**src/rtl/cgra_ni_pkg.sv**
```systemverilog
// cgra_ni_pkg: shared types and constants for the CGRA PE-side network
// interface (cgra_net_iface and its FIFO sub-module).
//   ni_inj_state_e : inject FSM state encoding
//   NI_STAT_WIDTH  : width of the optional statistics counters
//   NI_GAP_WIDTH   : width of the inter-injection gap down-counter
//   ni_sat_inc     : saturating increment for the statistics counters
package cgra_ni_pkg;

  typedef enum logic [1:0] {
    NI_IDLE,
    NI_SEND,
    NI_GAP
  } ni_inj_state_e;

  localparam int NI_STAT_WIDTH = 16;
  localparam int NI_GAP_WIDTH  = 4;

  function automatic logic [NI_STAT_WIDTH-1:0] ni_sat_inc(input logic [NI_STAT_WIDTH-1:0] v);
    return (&v) ? v : v + NI_STAT_WIDTH'(1);
  endfunction

endpackage

```
**src/rtl/cgra_ni_fifo.sv**
```systemverilog
// cgra_ni_fifo: synchronous show-ahead FIFO with full/empty flags.
// Pointers carry one extra wrap bit so full and empty are distinguishable
// without a separate occupancy counter.
// Ports:
//   clk, rst_n        clock, async active-low reset (flushes pointers)
//   push, push_data   write request / data
//   pop               read request; head advances on the next edge
//   pop_data          current head (valid while !empty)
//   full, empty       status flags
// A push while full is accepted only when a pop happens in the same cycle.
module cgra_ni_fifo
  import cgra_ni_pkg::*;
#(
  parameter int WIDTH = 8,
  parameter int DEPTH = 4
) (
  input  logic             clk,
  input  logic             rst_n,
  input  logic             push,
  input  logic [WIDTH-1:0] push_data,
  input  logic             pop,
  output logic [WIDTH-1:0] pop_data,
  output logic             full,
  output logic             empty
);

  localparam int AW    = $clog2(DEPTH);
  localparam int PTR_W = AW + 1;
  localparam logic [PTR_W-1:0] PTR_ONE = PTR_W'(1);

  logic [WIDTH-1:0] mem [DEPTH];
  logic [PTR_W-1:0] wr_ptr;
  logic [PTR_W-1:0] rd_ptr;
  logic             do_push;
  logic             do_pop;

  assign empty    = (wr_ptr == rd_ptr);
  assign full     = (wr_ptr[AW] != rd_ptr[AW]) && (wr_ptr[AW-1:0] == rd_ptr[AW-1:0]);
  assign do_pop   = pop && !empty;
  assign do_push  = push && (!full || do_pop);
  assign pop_data = mem[rd_ptr[AW-1:0]];

  always_ff @(posedge clk or negedge rst_n) begin
    if (!rst_n) begin
      wr_ptr <= '0;
      rd_ptr <= '0;
    end else begin
      if (do_push) wr_ptr <= wr_ptr + PTR_ONE;
      if (do_pop)  rd_ptr <= rd_ptr + PTR_ONE;
    end
  end

  // Storage needs no reset: a flush resets the pointers, so stale words are unreachable.
  always_ff @(posedge clk) begin
    if (do_push) mem[wr_ptr[AW-1:0]] <= push_data;
  end

endmodule

```
**src/rtl/cgra_net_iface.sv**
```systemverilog
// cgra_net_iface: PE-side network interface at the local port of a cgra_router.
//
// state   | meaning
// --------+---------------------------------------------------------------
// NI_IDLE | nothing on the wire; pop TX head as soon as one is queued
// NI_SEND | loc_valid_out high for this single cycle
// NI_GAP  | forced idle between injections; gap_cnt counts down to 0
//
// TX path: PE packets are queued and injected one flit per cycle into the
// router local input, with INJ_GAP idle cycles forced between injections.
// RX path: ejected flits are queued for the PE (valid/ready). The router has
// no backpressure, so an RX flit arriving to a full FIFO that is not being
// drained is dropped and the sticky rx_overflow flag is set.
//
// Ports:
//   clk, rst_n                 clock, async active-low reset
//   pe_tx_*                    PE packet request (valid/ready, data, dest, multicast)
//   loc_*_out, loc_valid_out   to router local input
//   loc_data_in, loc_valid_in  from router local output
//   pe_rx_valid/ready/data     RX head to the PE (show-ahead)
//   tx_empty                   TX FIFO empty and injector idle
//   rx_overflow, rx_overflow_clr  sticky drop flag and its clear (set wins)
// Build option CGRA_NI_STATS_EN adds saturating counters tx_pkt_cnt,
// rx_pkt_cnt and rx_drop_cnt.
module cgra_net_iface
  import cgra_ni_pkg::*;
#(
  parameter int DATA_WIDTH = 16,
  parameter int ADDR_WIDTH = 4,
  parameter int TX_DEPTH   = 4,
  parameter int RX_DEPTH   = 4,
  parameter int INJ_GAP    = 0
) (
  input  logic                  clk,
  input  logic                  rst_n,
  input  logic                  pe_tx_valid,
  output logic                  pe_tx_ready,
  input  logic [DATA_WIDTH-1:0] pe_tx_data,
  input  logic [ADDR_WIDTH-1:0] pe_tx_dest_x,
  input  logic [ADDR_WIDTH-1:0] pe_tx_dest_y,
  input  logic                  pe_tx_multicast,
  output logic [DATA_WIDTH-1:0] loc_data_out,
  output logic [ADDR_WIDTH-1:0] loc_dest_x_out,
  output logic [ADDR_WIDTH-1:0] loc_dest_y_out,
  output logic                  loc_multicast_out,
  output logic                  loc_valid_out,
  input  logic [DATA_WIDTH-1:0] loc_data_in,
  input  logic                  loc_valid_in,
  output logic                  pe_rx_valid,
  input  logic                  pe_rx_ready,
  output logic [DATA_WIDTH-1:0] pe_rx_data,
  output logic                  tx_empty,
  output logic                  rx_overflow,
`ifdef CGRA_NI_STATS_EN
  input  logic                  rx_overflow_clr,
  output logic [NI_STAT_WIDTH-1:0] tx_pkt_cnt,
  output logic [NI_STAT_WIDTH-1:0] rx_pkt_cnt,
  output logic [NI_STAT_WIDTH-1:0] rx_drop_cnt
`else
  input  logic                  rx_overflow_clr
`endif
);

  localparam int TX_WIDTH = DATA_WIDTH + 2*ADDR_WIDTH + 1;
  localparam logic [NI_GAP_WIDTH-1:0] GAP_LOAD = (INJ_GAP > 0) ? NI_GAP_WIDTH'(INJ_GAP - 1) : '0;
  localparam logic [NI_GAP_WIDTH-1:0] GAP_ONE  = NI_GAP_WIDTH'(1);

  // ---------------- TX ----------------
  logic [TX_WIDTH-1:0]     tx_push_data;
  logic [TX_WIDTH-1:0]     tx_head;
  logic                    tx_fifo_full;
  logic                    tx_fifo_empty;
  logic                    tx_pop;
  logic                    tx_load;
  ni_inj_state_e           state;
  ni_inj_state_e           state_nxt;
  logic [NI_GAP_WIDTH-1:0] gap_cnt;
  logic [NI_GAP_WIDTH-1:0] gap_cnt_nxt;
  logic                    valid_nxt;

  assign pe_tx_ready  = !tx_fifo_full;
  assign tx_push_data = {pe_tx_multicast, pe_tx_dest_y, pe_tx_dest_x, pe_tx_data};
  assign tx_empty     = tx_fifo_empty && (state == NI_IDLE);

  cgra_ni_fifo #(
    .WIDTH (TX_WIDTH),
    .DEPTH (TX_DEPTH)
  ) u_tx_fifo (
    .clk       (clk),
    .rst_n     (rst_n),
    .push      (pe_tx_valid && pe_tx_ready),
    .push_data (tx_push_data),
    .pop       (tx_pop),
    .pop_data  (tx_head),
    .full      (tx_fifo_full),
    .empty     (tx_fifo_empty)
  );

  always_comb begin
    state_nxt   = state;
    gap_cnt_nxt = gap_cnt;
    tx_pop      = 1'b0;
    tx_load     = 1'b0;
    valid_nxt   = 1'b0;
    case (state)
      NI_IDLE: begin
        if (!tx_fifo_empty) begin
          tx_pop    = 1'b1;
          tx_load   = 1'b1;
          valid_nxt = 1'b1;
          state_nxt = NI_SEND;
        end
      end
      NI_SEND: begin
        if (INJ_GAP == 0) begin
          if (!tx_fifo_empty) begin
            tx_pop    = 1'b1;
            tx_load   = 1'b1;
            valid_nxt = 1'b1;
          end else begin
            state_nxt = NI_IDLE;
          end
        end else begin
          state_nxt   = NI_GAP;
          gap_cnt_nxt = GAP_LOAD;
        end
      end
      NI_GAP: begin
        // Injecting straight out of the last gap cycle keeps the spacing at
        // exactly INJ_GAP idle cycles rather than INJ_GAP plus an IDLE cycle.
        if (gap_cnt == '0) begin
          if (!tx_fifo_empty) begin
            tx_pop    = 1'b1;
            tx_load   = 1'b1;
            valid_nxt = 1'b1;
            state_nxt = NI_SEND;
          end else begin
            state_nxt = NI_IDLE;
          end
        end else begin
          gap_cnt_nxt = gap_cnt - GAP_ONE;
        end
      end
      default: state_nxt = NI_IDLE;
    endcase
  end

  always_ff @(posedge clk or negedge rst_n) begin
    if (!rst_n) begin
      state             <= NI_IDLE;
      gap_cnt           <= '0;
      loc_valid_out     <= 1'b0;
      loc_data_out      <= '0;
      loc_dest_x_out    <= '0;
      loc_dest_y_out    <= '0;
      loc_multicast_out <= 1'b0;
    end else begin
      state         <= state_nxt;
      gap_cnt       <= gap_cnt_nxt;
      loc_valid_out <= valid_nxt;
      if (tx_load) begin
        {loc_multicast_out, loc_dest_y_out, loc_dest_x_out, loc_data_out} <= tx_head;
      end
    end
  end

  // ---------------- RX ----------------
  logic rx_fifo_full;
  logic rx_fifo_empty;
  logic rx_pop;
  logic rx_drop;
  logic rx_push;

  assign pe_rx_valid = !rx_fifo_empty;
  assign rx_pop      = pe_rx_valid && pe_rx_ready;
  // When full, pe_rx_valid is high, so pe_rx_ready alone decides whether a slot frees up.
  assign rx_drop     = loc_valid_in && rx_fifo_full && !pe_rx_ready;
  assign rx_push     = loc_valid_in && !rx_drop;

  cgra_ni_fifo #(
    .WIDTH (DATA_WIDTH),
    .DEPTH (RX_DEPTH)
  ) u_rx_fifo (
    .clk       (clk),
    .rst_n     (rst_n),
    .push      (rx_push),
    .push_data (loc_data_in),
    .pop       (rx_pop),
    .pop_data  (pe_rx_data),
    .full      (rx_fifo_full),
    .empty     (rx_fifo_empty)
  );

  always_ff @(posedge clk or negedge rst_n) begin
    if (!rst_n) begin
      rx_overflow <= 1'b0;
    end else if (rx_drop) begin
      rx_overflow <= 1'b1;
    end else if (rx_overflow_clr) begin
      rx_overflow <= 1'b0;
    end
  end

`ifdef CGRA_NI_STATS_EN
  always_ff @(posedge clk or negedge rst_n) begin
    if (!rst_n) begin
      tx_pkt_cnt  <= '0;
      rx_pkt_cnt  <= '0;
      rx_drop_cnt <= '0;
    end else begin
      if (loc_valid_out) tx_pkt_cnt  <= ni_sat_inc(tx_pkt_cnt);
      if (rx_push)       rx_pkt_cnt  <= ni_sat_inc(rx_pkt_cnt);
      if (rx_drop)       rx_drop_cnt <= ni_sat_inc(rx_drop_cnt);
    end
  end
`endif

endmodule

```
**config.mk**
```make
export PLATFORM = sky130hd
export DESIGN_NAME = cgra_net_iface
export DESIGN_NICKNAME = d
export VERILOG_FILES = /design/src/rtl/cgra_ni_pkg.sv /design/src/rtl/cgra_ni_fifo.sv /design/src/rtl/cgra_net_iface.sv
export SDC_FILE = /design/constraint.sdc
export NUM_CORES = 1
export LEC_CHECK = 0
export ABC_AREA = 1
export BUFFER_PORTS_ARGS = -buffer_cell sky130_fd_sc_hd__buf_2
export CAP_MARGIN = 20
export CORE_MARGIN = 8
export CORE_UTILIZATION = 44
export DETAILED_ROUTE_END_ITERATION = 10
export PLACE_DENSITY = 0.64
export RECOVER_POWER = 25
export SKIP_LAST_GASP = 1
export SYNTH_ARGS = -nofsm -noshare
export SYNTH_HDL_FRONTEND = slang
export SYNTH_SLANG_ARGS = --single-unit
```
**constraint.sdc**
```tcl
create_clock -name clk -period 2.75 [get_ports clk]
set_input_delay 0.1375 -clock clk [delete_from_list [all_inputs] [get_ports clk]]
set_output_delay 0.1375 -clock clk [all_outputs]
set_load 0.1 [all_outputs]
```
==> results of run 1 <==
==> placed cells by master (no fill, tap or decap), drive strengths merged <==
cell	synthesis	layout
dlygate4sd3	0	46
dfrtp	40	40
o21ai	110	110
clkinv	0	3
buf	19	79
edfxtp	164	164
xnor2	1	1
clkinvlp	0	1
ha	11	11
inv	24	25
nand3	12	12
clkbuf	12	60
nand2	118	118
o22ai	16	16
bufinv	0	2
nor2	117	117
xor2	5	5
==> layout make-up <==
cell class / instances / area, µm² / area share [%]
sequential: 204 / 5930 / 60.1
clock inverter: 7 / 91.3 / 0.927
timing repair buffer: 154 / 1040 / 10.6
clock buffer: 31 / 573 / 5.81
tap: 229 / 287 / 2.91
inverter: 24 / 97.6 / 0.990
multi-input combinational: 390 / 1840 / 18.6
==> per-layer routing <==
layer / share of wire, % / wire length, µm / global-route usage (%) / up-vias
li1: - / - / - / 2537
met1: 45 / 7630 / 19.9 / 2462
met2: 48 / 8160 / 25.2 / 153
met3: 6.0 / 1030 / 2.66 / 22
met4: 1.8 / 310 / 3.51 / 0
met5: 0 / 0 / 0 / -
==> kinds of logic (layout without fill, tap and decap cells) <==
logic type / after synthesis / count (layout) / share of synthesized area [%]
flip-flops: 204 / 204 / 73.9
XOR/XNOR: 6 / 6 / 0.749
AND/OR/NAND/NOR: 247 / 247 / 12.2
AO/OA/AOI/OAI: 126 / 126 / 8.12
buffers and inverters: 55 / 216 / 3.28
adder cells (fa/ha/maj): 11 / 11 / 1.72
==> state kept, by name, indices dropped and copies added, names as in the netlist <==
signal             count
u_tx_fifo.mem        100
u_rx_fifo.mem         64
loc_data_out          16
loc_dest_x_out         4
loc_dest_y_out         4
u_rx_fifo.rd_ptr       3
u_rx_fifo.wr_ptr       3
u_tx_fifo.rd_ptr       3
u_tx_fifo.wr_ptr       3
loc_multicast_out      1
loc_valid_out          1
rx_overflow            1
state                  1
==> how the worst max path moves through the flow <==
| stage | start | end | slack, ns | depth (start not counted) |
|---|---|---|---|---|
| 2_1_floorplan | u_tx_fifo.rd_ptr[0] | u_tx_fifo.mem[0][0] | -0.04 | 6 |
| 3_3_place_gp | u_rx_fifo.rd_ptr[0] | u_rx_fifo.mem[2][15] | 0.77 | 7 |
| 3_5_place_dp | u_rx_fifo.rd_ptr[0] | u_rx_fifo.mem[0][15] | 0.74 | 7 |
| 4_1_cts | u_rx_fifo.rd_ptr[0] | pe_rx_data[7] | 0.33 | 4 |
| 5_1_grt | u_rx_fifo.rd_ptr[0] | pe_rx_data[11] | 0.21 | 5 |
| 6_report | u_rx_fifo.rd_ptr[0] | pe_rx_data[10] | 0.34 | 5 |
==> per-stage QoR <==
| step | cells | utilization, % |
|---|---|---|
| 3_3_place_gp | 955 | 49.0 |
| 2_1_floorplan | 649 | - |
| 6_report | 1039 | 55.1 |
| 5_1_grt | 1039 | 55.1 |
| 3_5_place_dp | 955 | 49.0 |
| 4_1_cts | 1039 | 55.3 |
==> flow_metrics.py, run 1 <==
metrics = {
    "run_status": {
        "status": "finished, final reports clean",
    },
    "timing": {
        "worst_slack_ns": 0.341,
        "hold_viol": 0,
        "relSlewSlack_pct": 46.7,
        "period_needed_ns": 2.41,
        "holdWs_ns": 0.265,
        "setup_tns_ns": 0,
        "setup_violations": 0,
        "clock_skew_ns": 0.0201,
        "grt_setup_unrepaired": "no",
        "max_clock_freq_mhz": 415,
        "slew_violations": 0,
        "fin_crit_sh_pct": 87.6,
        "worst_pin_slew_ns": 0.800,
    },
    "clocking": {
        "cts_tree": "done",
        "cts_max_level": 1,
        "holdBufCountCts": 46,
        "cts-root-buf": "clkbuf_16",
        "clkTransAtPathRegs_ns": 0.06,
        "clock_latency_ns": 0.49,
        "post-cts-setup-buffer-count": 0,
        "cts_buffers": 21,
        "clock-sinks": 204,
        "cts-resized-gates": 0,
        "cts_buffer_depth": 3,
    },
    "floorplan": {
        "io_pins": 93,
        "row_count": 49,
        "dieWidth_um": 151,
        "coreArea_um2": 17900,
        "die_h_um": 151,
        "start_util_pct": 44.8,
        "die-area_um2": 22800,
    },
    "critical_path": {
        "r2r_setup_slack_ns": 0.73,
        "cp_slowest_cell": "dfrtp_1",
        "path_delay_family": "buffers and inverters",
        "cp.arrival_ns": 2.27,
        "timing.rr.start": "u_rx_fifo.rd_ptr[0]",
        "path_class": "flop to primary output",
        "path_buf_inv": 3,
        "cp.required_ns": 2.61,
        "slowest_delay_ns": 0.57,
        "reg2reg_to": "u_rx_fifo.mem[0][15]",
        "cp-start-kind": "flop",
        "end_kind": "primary output",
        "critPathMaxFanout": 33,
        "crit_chain": "inv_2, buf_4, o21ai_0, o22ai_1, buf_2",
        "r2r_cells": 7,
    },
    "final_layout": {
        "area_growth_pct": 23.0,
        "fill_cells": 1524,
        "fin_nets": 853,
        "final_area_um2": 9860,
        "layout-drive-gt1-share_pct": 16.2,
        "antennaDiodeCount": 0,
    },
    "yosys": {
        "yosysWarnings": 0,
        "synth_top_cell_by_area": "edfxtp_1",
        "synthCells": 649,
        "synth.most_common_cell": "edfxtp_1",
        "synth_commonest_cells": "edfxtp_1 (164), nor2_1 (116), nand2_1 (112)",
        "netlist.area_leader.share_pct": 61.5,
        "synth_area_um2": 8010,
        "yosysSeqAreaShare_pct": 73.9,
        "synth_ff_type": "edfxtp_1",
        "async_flop_share_pct": 19.6,
        "syn_area_per_cell_um2": 12.3,
        "synth_fp_nets": 707,
        "synth_seq_cells": 204,
        "ys_types": 24,
        "synth-edff-count": 164,
        "ys_top_cells_by_area": "edfxtp_1 (61%), dfrtp_1 (12%), o21ai_0 (5.6%)",
    },
    "grt": {
        "grt_usage_pct": 15.0,
        "grt_pass1_wl_um": 27100,
        "grt_max_degree": 52,
        "grt_pass1_vias": 5204,
        "overflow": 0,
        "antenna_found_initial": 0,
    },
    "drt": {
        "num_vias": 5174,
        "avgRoutedWirePerCell_um": 16.5,
        "drc": 0,
        "drt_iter0_markers": 304,
        "dr.pass1.iters": 5,
        "vias_per_cell": 4.98,
        "antenna_left": 0,
        "wl_um": 17100,
    },
    "placed_design": {
        "gp_congestion": 0.808,
        "port_buffers": 92,
        "placed_area_um2": 8770,
        "dp_hpwl_um": 10600,
        "post-place-ws_ns": 0.744,
    },
    "worst_hold_path": {
        "min_path_type": "input port to asynchronous set/reset pin",
    },
    "job": {
        "cap_violations": 0,
    },
}
Power of run 1 is left out: the tool's default activity adds up to more than one toggle a clock period on the data nets, which glitch-free logic cannot reach.
==> run 2: changes to the inputs <==
==> constraint.sdc (replaced) <==
create_clock -name clk -period 2.9 [get_ports clk]
set_input_delay 0.145 -clock clk [delete_from_list [all_inputs] [get_ports clk]]
set_output_delay 0.145 -clock clk [all_outputs]
set_load 0.1 [all_outputs]
==> run 2 against run 1 <==
Non-clock buffer count fell by 1; register-to-register slack improved by 0.09 ns; die area did not move; sequential share of layout area fell by 0.25 points; largest cell class unchanged; first-iteration DRC count rose by 39%; critical path type unchanged.
==> flow_metrics.py, run 2 (synthesis results as in run 1) <==
metrics = {
    "floorplan": {
        "die_h_um": 151,
        "start_util_pct": 44.8,
        "coreArea_um2": 17900,
        "io_pins": 93,
        "die-area_um2": 22800,
        "row_count": 49,
        "dieWidth_um": 151,
    },
    "critical_path": {
        "cp.required_ns": 2.76,
        "cp.arrival_ns": 2.18,
        "cp-start-kind": "flop",
        "end_kind": "primary output",
        "slowest_delay_ns": 0.73,
        "crit_chain": "o21ai_0, o22ai_1, buf_2",
        "path_class": "flop to primary output",
        "critPathMaxFanout": 20,
        "cp_slowest_cell": "dfrtp_1",
    },
    "clocking": {
        "clkTransAtPathRegs_ns": 0.06,
        "cts_tree": "done",
        "cts-resized-gates": 0,
        "holdBufCountCts": 47,
        "clock_latency_ns": 0.49,
        "post-cts-setup-buffer-count": 0,
        "cts-root-buf": "clkbuf_16",
        "clock-sinks": 204,
        "cts_max_level": 1,
        "cts_buffer_depth": 3,
        "cts_buffers": 22,
    },
    "grt": {
        "antenna_found_initial": 0,
        "grt_max_degree": 52,
        "overflow": 0,
        "grt_pass1_wl_um": 26800,
        "grt_usage_pct": 14.8,
        "grt_pass1_vias": 5150,
    },
    "drt": {
        "drc": 0,
        "antenna_left": 0,
        "avgRoutedWirePerCell_um": 16.3,
        "drt_iter0_markers": 424,
        "dr.pass1.iters": 5,
        "vias_per_cell": 5.06,
        "wl_um": 17000,
        "num_vias": 5262,
    },
    "timing": {
        "fin_crit_sh_pct": 80.2,
        "period_needed_ns": 2.33,
        "grt_setup_unrepaired": "no",
        "hold_viol": 0,
        "clock_skew_ns": 0.00731,
        "slew_violations": 0,
        "setup_violations": 0,
        "worst_pin_slew_ns": 0.935,
        "setup_tns_ns": 0,
        "relSlewSlack_pct": 37.7,
        "max_clock_freq_mhz": 430,
    },
    "run_status": {
        "status": "finished, final reports clean",
    },
    "final_layout": {
        "layout.cells.most_common": "edfxtp_1",
        "layout-drive-gt1-share_pct": 16.8,
        "fill_cells": 1500,
        "fin_nets": 853,
        "layout_common_cells": "edfxtp_1 (164), nor2_1 (112), nand2_1 (112)",
        "largest_reg_flops": 100,
        "area_growth_pct": 23.5,
        "antennaDiodeCount": 0,
    },
    "placed_design": {
        "port_buffers": 92,
        "gp_congestion": 0.859,
        "dp_hpwl_um": 10400,
    },
    "job": {
        "cap_violations": 0,
    },
    "worst_hold_path": {
        "min_path_type": "input port to asynchronous set/reset pin",
    },
}
run 2: worst paths after layout:
| path | startpoint | endpoint | slack [ns] | depth (start not counted) |
|---|---|---|---|---|
| setup / recovery | u_rx_fifo.rd_ptr[1] | pe_rx_data[10] | 0.57 | 3 |
| hold / removal | rst_n | loc_data_out[7] | 0.31 | 2 |
| setup reg to reg | u_rx_fifo.rd_ptr[1] | rx_overflow | 0.82 | 7 |
| hold reg to reg | loc_data_out[6] | loc_data_out[6] | 0.47 | 2 |
| max in group asynchronous | rst_n | u_tx_fifo.rd_ptr[0] | 1.91 | 3 |
| min in group clk | pe_tx_dest_x[0] | u_tx_fifo.mem[2][16] | 0.43 | 2 |
run 2: area by class of cell:
class,count,area [µm²],area share [%]
repair buffers,153,1030,10.4
inverters,24,97.6,0.986
multi-input cells,390,1840,18.5
flip-flops and latches,204,5930,59.9
clock inverters,9,86.3,0.872
well taps,229,287,2.90
clock buffers,31,636,6.42
run 2: per-stage QoR:
step	hold WS [ns]	instance area (µm²)	cells	util, %	setup WS [ns]
6_report	0.308	9900	1040	55.3	0.575
5_1_grt	0.388	9900	1040	55.3	0.432
4_1_cts	0.384	9910	1039	55.4	0.573
3_5_place_dp	0.349	8720	952	48.7	0.911
3_3_place_gp	0.346	8720	952	48.7	0.972
2_1_floorplan	-0.151	8010	649	-	0.113
run 2: critical path: cells and delay by family, from the launching register on:
family,cells,cell delay (ns)
DFF,1,0.73
buffers and inverters,1,0.47
AOI/OAI and AO/OA,2,0.49
run 2: layer usage:
metal | GRT usage (%) | wire, µm | up-vias
met5 | 0 | 0 | -
met4 | 4.01 | 260 | 0
met3 | 2.96 | 1170 | 20
met2 | 24.4 | 8000 | 166
met1 | 19.7 | 7570 | 2530
li1 | - | - | 2546
Power of run 2 is left out for the same reason.
